## config.mk

```make
export PLATFORM = sky130hd
export DESIGN_NAME = bilinear_interp_pipe_flat
export DESIGN_NICKNAME = d
export VERILOG_FILES = /design/src/rtl/bilinear_interp_pipe_if.sv /design/src/rtl/bilinear_interp_pipe.sv /design/src/flat_wrapper.sv
export SDC_FILE = /design/constraint.sdc
export NUM_CORES = 1
export LEC_CHECK = 0
export ABC_AREA = 1
export CAP_MARGIN = 10
export CORE_ASPECT_RATIO = 0.7
export CORE_MARGIN = 2
export CORE_UTILIZATION = 45
export DETAILED_ROUTE_END_ITERATION = 12
export PLACE_DENSITY = 0.69
export SYNTH_ARGS = -nofsm -noshare
export SYNTH_HDL_FRONTEND = slang
export SYNTH_SLANG_ARGS = --single-unit
```

## constraint.sdc

```tcl
create_clock -name clk -period 10.9 [get_ports clk]
set_clock_uncertainty 0.05 [all_clocks]
set_input_delay 2.725 -clock clk [delete_from_list [all_inputs] [get_ports clk]]
set_output_delay 2.725 -clock clk [all_outputs]
set_load 0.1 [all_outputs]
```

## src/rtl/bilinear_interp_pipe_if.sv

```systemverilog
// Handshake/data bundle for bilinear_interp_pipe: four neighbour pixels, weights,
// and valid/ready on both sides. The master drives inputs; the slave is the interpolator.
interface bilinear_interp_pipe_if #(
  parameter int PIX_W    = 8,
  parameter int FRAC_W   = 8,
  parameter int CHANNELS = 1
);
  logic [CHANNELS*PIX_W-1:0] p00;
  logic [CHANNELS*PIX_W-1:0] p01;
  logic [CHANNELS*PIX_W-1:0] p10;
  logic [CHANNELS*PIX_W-1:0] p11;
  logic [FRAC_W:0]           fx;
  logic [FRAC_W:0]           fy;
  logic                      in_valid;
  logic                      in_ready;
  logic [CHANNELS*PIX_W-1:0] out_pix;
  logic                      out_valid;
  logic                      out_ready;

  modport master (
    output p00, p01, p10, p11, fx, fy, in_valid, out_ready,
    input  in_ready, out_pix, out_valid
  );

  modport slave (
    input  p00, p01, p10, p11, fx, fy, in_valid, out_ready,
    output in_ready, out_pix, out_valid
  );
endinterface

```

## src/rtl/bilinear_interp_pipe.sv

```systemverilog
// 3-stage bilinear interpolator: S1 horizontal lerp, S2 vertical lerp, S3 round/saturate.
// Define BILINEAR_ROUND_EN for round-half-up in S3; otherwise the fraction is truncated.
module bilinear_interp_pipe #(
  parameter int PIX_W    = 8,
  parameter int FRAC_W   = 8,
  parameter int CHANNELS = 1
) (
  input  logic                   clk,
  input  logic                   rst,
  bilinear_interp_pipe_if.slave  bus
);
  // TW holds any lerp result with FRAC_W fraction bits plus sign; PW holds the S2 product.
  localparam int TW = PIX_W + FRAC_W + 2;
  localparam int PW = TW + FRAC_W + 2;
  localparam logic [FRAC_W:0]          ONE  = {1'b1, {FRAC_W{1'b0}}};
  localparam logic signed [TW-1:0]     HALF = {{(TW-FRAC_W){1'b0}}, 1'b1, {(FRAC_W-1){1'b0}}};
  localparam logic signed [TW-1:0]     MAXV = {{(TW-PIX_W){1'b0}}, {PIX_W{1'b1}}};

  logic                      adv;
  logic                      v1_reg, v2_reg, v3_reg;
  logic [FRAC_W:0]           fxc, fyc;
  logic [FRAC_W:0]           fy1_reg;
  logic [CHANNELS*PIX_W-1:0] pix_all;

  assign adv           = !v3_reg || bus.out_ready;
  assign bus.in_ready  = adv;
  assign bus.out_valid = v3_reg;
  assign bus.out_pix   = pix_all;

  assign fxc = (bus.fx > ONE) ? ONE : bus.fx;
  assign fyc = (bus.fy > ONE) ? ONE : bus.fy;

  always_ff @(posedge clk or posedge rst) begin
    if (rst) begin
      v1_reg  <= 1'b0;
      v2_reg  <= 1'b0;
      v3_reg  <= 1'b0;
      fy1_reg <= '0;
    end else if (adv) begin
      v1_reg  <= bus.in_valid;
      v2_reg  <= v1_reg;
      v3_reg  <= v2_reg;
      fy1_reg <= fyc;
    end
  end

  generate
    for (genvar gi = 0; gi < CHANNELS; gi++) begin : g_ch
      logic signed [TW-1:0] a, b, c, d, fxs;
      logic signed [TW-1:0] top_next, bot_next, top_reg, bot_reg;
      logic signed [TW-1:0] diff, q_next, q_reg, s;
      logic signed [PW-1:0] diff_w, fys, prod;
      logic [PIX_W-1:0]     pix_next, pix_reg;

      assign a   = $signed({{(TW-PIX_W){1'b0}}, bus.p00[gi*PIX_W +: PIX_W]});
      assign b   = $signed({{(TW-PIX_W){1'b0}}, bus.p01[gi*PIX_W +: PIX_W]});
      assign c   = $signed({{(TW-PIX_W){1'b0}}, bus.p10[gi*PIX_W +: PIX_W]});
      assign d   = $signed({{(TW-PIX_W){1'b0}}, bus.p11[gi*PIX_W +: PIX_W]});
      assign fxs = $signed({{(TW-FRAC_W-1){1'b0}}, fxc});

      // Exact in TW: |(b-a)*fx| never exceeds (2^PIX_W-1) << FRAC_W.
      assign top_next = (a <<< FRAC_W) + (b - a) * fxs;
      assign bot_next = (c <<< FRAC_W) + (d - c) * fxs;

      assign diff   = bot_reg - top_reg;
      assign diff_w = $signed({{(PW-TW){diff[TW-1]}}, diff});
      assign fys    = $signed({{(PW-FRAC_W-1){1'b0}}, fy1_reg});
      assign prod   = diff_w * fys;
      assign q_next = top_reg + TW'(prod >>> FRAC_W);

`ifdef BILINEAR_ROUND_EN
      assign s = (q_reg + HALF) >>> FRAC_W;
`else
      assign s = q_reg >>> FRAC_W;
`endif

      always_comb begin
        pix_next = s[PIX_W-1:0];
        if (s[TW-1]) begin
          pix_next = '0;
        end else if (s > MAXV) begin
          pix_next = '1;
        end
      end

      always_ff @(posedge clk or posedge rst) begin
        if (rst) begin
          top_reg <= '0;
          bot_reg <= '0;
          q_reg   <= '0;
          pix_reg <= '0;
        end else if (adv) begin
          top_reg <= top_next;
          bot_reg <= bot_next;
          q_reg   <= q_next;
          pix_reg <= pix_next;
        end
      end

      assign pix_all[gi*PIX_W +: PIX_W] = pix_reg;
    end
  endgenerate
endmodule
```

## src/flat_wrapper.sv

```systemverilog
// flat-port wrapper written by rule: the top's interface ports become plain ports
module bilinear_interp_pipe_flat 
#(
  parameter int PIX_W    = 8,
  parameter int FRAC_W   = 8,
  parameter int CHANNELS = 1
)
  (clk, rst, bus_p00, bus_p01, bus_p10, bus_p11, bus_fx, bus_fy, bus_in_valid, bus_out_ready, bus_in_ready, bus_out_pix, bus_out_valid);
  bilinear_interp_pipe_if #(.PIX_W(PIX_W), .FRAC_W(FRAC_W), .CHANNELS(CHANNELS)) bus_i ();
  input  logic clk;
  input  logic rst;
  input wire logic [$bits(bus_i.p00)-1:0] bus_p00;
  input wire logic [$bits(bus_i.p01)-1:0] bus_p01;
  input wire logic [$bits(bus_i.p10)-1:0] bus_p10;
  input wire logic [$bits(bus_i.p11)-1:0] bus_p11;
  input wire logic [$bits(bus_i.fx)-1:0] bus_fx;
  input wire logic [$bits(bus_i.fy)-1:0] bus_fy;
  input wire logic [$bits(bus_i.in_valid)-1:0] bus_in_valid;
  input wire logic [$bits(bus_i.out_ready)-1:0] bus_out_ready;
  output wire logic [$bits(bus_i.in_ready)-1:0] bus_in_ready;
  output wire logic [$bits(bus_i.out_pix)-1:0] bus_out_pix;
  output wire logic [$bits(bus_i.out_valid)-1:0] bus_out_valid;
  assign bus_i.p00 = bus_p00;
  assign bus_i.p01 = bus_p01;
  assign bus_i.p10 = bus_p10;
  assign bus_i.p11 = bus_p11;
  assign bus_i.fx = bus_fx;
  assign bus_i.fy = bus_fy;
  assign bus_i.in_valid = bus_in_valid;
  assign bus_i.out_ready = bus_out_ready;
  assign bus_in_ready = bus_i.in_ready;
  assign bus_out_pix = bus_i.out_pix;
  assign bus_out_valid = bus_i.out_valid;
  bilinear_interp_pipe #(.PIX_W(PIX_W), .FRAC_W(FRAC_W), .CHANNELS(CHANNELS)) u_core (.clk(clk), .rst(rst), .bus(bus_i));
endmodule
```

==> metrics <==
CTS resizes 0; most frequent cells in the layout 478 x inv_1, 435 x nand2_1, 247 x fa_1; initial antenna violation count 0; Period minus WS final 9.15 ns; via count 13000; Initial Util 0.457; # hold bufs at CTS 0; fin crit share 0.839; Setup TNS 0 ns; slowest stage delay, CP 0.57 ns; Global Route Usage Sum 0.232; clk sinks 66; synthesized flop and latch total 66; Hold Path Origin u_core.v2_reg; commonest non-fill, non-tap cell in the layout inv_1; maxcap violations 0; Area Overhead vs Synth 8.97%; busiest grt layer met1; worst r2r src u_core.g_ch[0].top_reg[0]; Gate Count Post-Synth 2033; die footprint 36700 um^2; # setup viols final 0; clk root buf clkbuf_16; IO Count 64; first-pass GRT wire length 68000 um; Post-synth EDFFs 0; # Post-CTS Setup Buffers 0; Seq/Total Area, Yosys 0.104; dominant cells by area after synthesis fa_1 31%, ha_1 15%, inv_1 11%; hpwl dp 34800 um; worst-case clock buffer depth 2; startpoint class of the critical path primary input; H-tree levels 3; largest net degree at the start of global routing 67; worst slew pin tran 0.977 ns; nets 2573; crit-path max FO 7; clock transition at the registers of the reported paths 0.06 ns; Die Wd 228 um; row cnt 57; Wirelength per Cell 15.8 um; post-synthesis area per instance 7.78 um^2; IO Port Bufs 63; Crit path top cell by count nand2_1; CP required 11.12 ns; Placer Congestion 0.978; status complete, no violations; Routed Antenna Nets 0; DRT Wirelength 40400 um; CP endpoint kind register; routed vias/inst 5.10; met2 GRT Util 0.342; CP Class in -> reg; Top FF cell, synth dfrtp_1; RSZ-0062 raised after global routing false; Yosys top cell area share 0.313; # diodes 0; CP max-delay cell fa_1; CTS buffer count 9; DR iter-0 viols 974; GR Util met1 0.346; count of cell types in the netlist 50; Slew headroom 0.346; met3 Use GR 0.0584; number of global-route vias before repair 13400; global route overflow 0; Max Clk Rate 0.109 GHz; worst hold path class reg -> reg; First-pass DRT Iterations 8; core area 34700 um^2; Synth Cell Area 15800 um^2; TritonCTS clock tree built; DIE HEIGHT 161 um; worst skew pair latency 0.35 ns; Yosys top cell by area fa_1; Syn Nets 2530; fin. max-slew vios 0; async set or reset register ratio after synthesis 1.00; Crit. Startpoint bus_p10[2]; Final Hold Violating Endpoints 0; drc violations 0; proportion of layout cells with a drive suffix above 1 0.0442; yosys warns 0; CP arrival 9.37 ns
## critical path, delay by kind of cell
family                     cells  cell delay (ns)
AOI/OAI and AO/OA              7             0.93
adders and majority gates      7             3.21
buffers and inverters          6             1.00
and+or+nand+nor               11             1.49
## cell families after synthesis
logic type	share of synthesized area
AND/OR/NAND/NOR	0.198
buffers and inverters	0.125
adder cells (fa/ha/maj)	0.467
AO/OA/AOI/OAI	0.0729
flip-flops	0.104
XOR/XNOR	0.0324
## worst paths after layout
check	end	slack [ns]	cells after the start
max reg2reg	u_core.g_ch[0].q_reg[17]	2.07	39
max in group asynchronous	u_core.v2_reg	7.31	3
max	u_core.g_ch[0].bot_reg[16]	1.75	31
min	u_core.bus.out_valid	0.41	2
min in group asynchronous	u_core.bus.out_pix[5]	2.91	3
min reg2reg	u_core.bus.out_valid	0.41	2
## metal layers
metal | vias to the layer above | wire length, um
li1 | 6232 | -
met1 | 6269 | 19100
met2 | 463 | 16800
met3 | 61 | 3720
met4 | 2 | 681
met5 | - | 64
## through the flow
step | instances | setup WS, ns | util | hold slack (ns) | area (um^2)
floorplan | 2033 | 2.57 | - | 0.370 | 15800
global placement | 2537 | 1.70 | 0.489 | 0.384 | 16900
detailed placement | 2537 | 1.52 | 0.489 | 0.391 | 16900
CTS | 2553 | 1.84 | 0.497 | 0.407 | 17200
global route | 2553 | 1.29 | 0.497 | 0.432 | 17200
finish | 2553 | 1.75 | 0.497 | 0.408 | 17200
## synth_stat cells (2+ instances only)
library cell and instances:
or4_1 2, nand4_1 10, ha_1 196, o211ai_1 3
or2_2 15, inv_1 479, inv_2 4, a21oi_1 77
o21bai_1 6, nand3_2 4, fa_1 247, nor4_1 4
a21o_1 4, xnor2_1 21, nor2_2 10, nand3b_1 4
clkinv_1 4, xor2_1 32, nand2_4 6, o22ai_1 2
xor2_2 2, and2_1 2, o21ai_0 78, nand2_1 435
buf_1 2, or2_1 7, a31oi_1 9, o21ai_4 2
clkbuf_1 30, nand3_1 54, o31ai_1 4, nor2_1 164
dfrtp_1 66, a21oi_2 5, o21ai_2 2, nand2_2 15
nor3_1 13
## layout make-up
| cell class | count | area [um^2] |
|---|---|---|
| clock buffers | 9 | 225 |
| fillers | 3389 | 17400 |
| multi-input cells | 1444 | 12200 |
| clock inverters | 7 | 76.3 |
| repair buffers | 68 | 668 |
| well taps | 472 | 591 |
| flip-flops and latches | 66 | 1650 |
| inverters | 487 | 1830 |
Power is left out: the tool's default activity adds up to more than one toggle a clock period on the data nets, which glitch-free logic cannot reach.
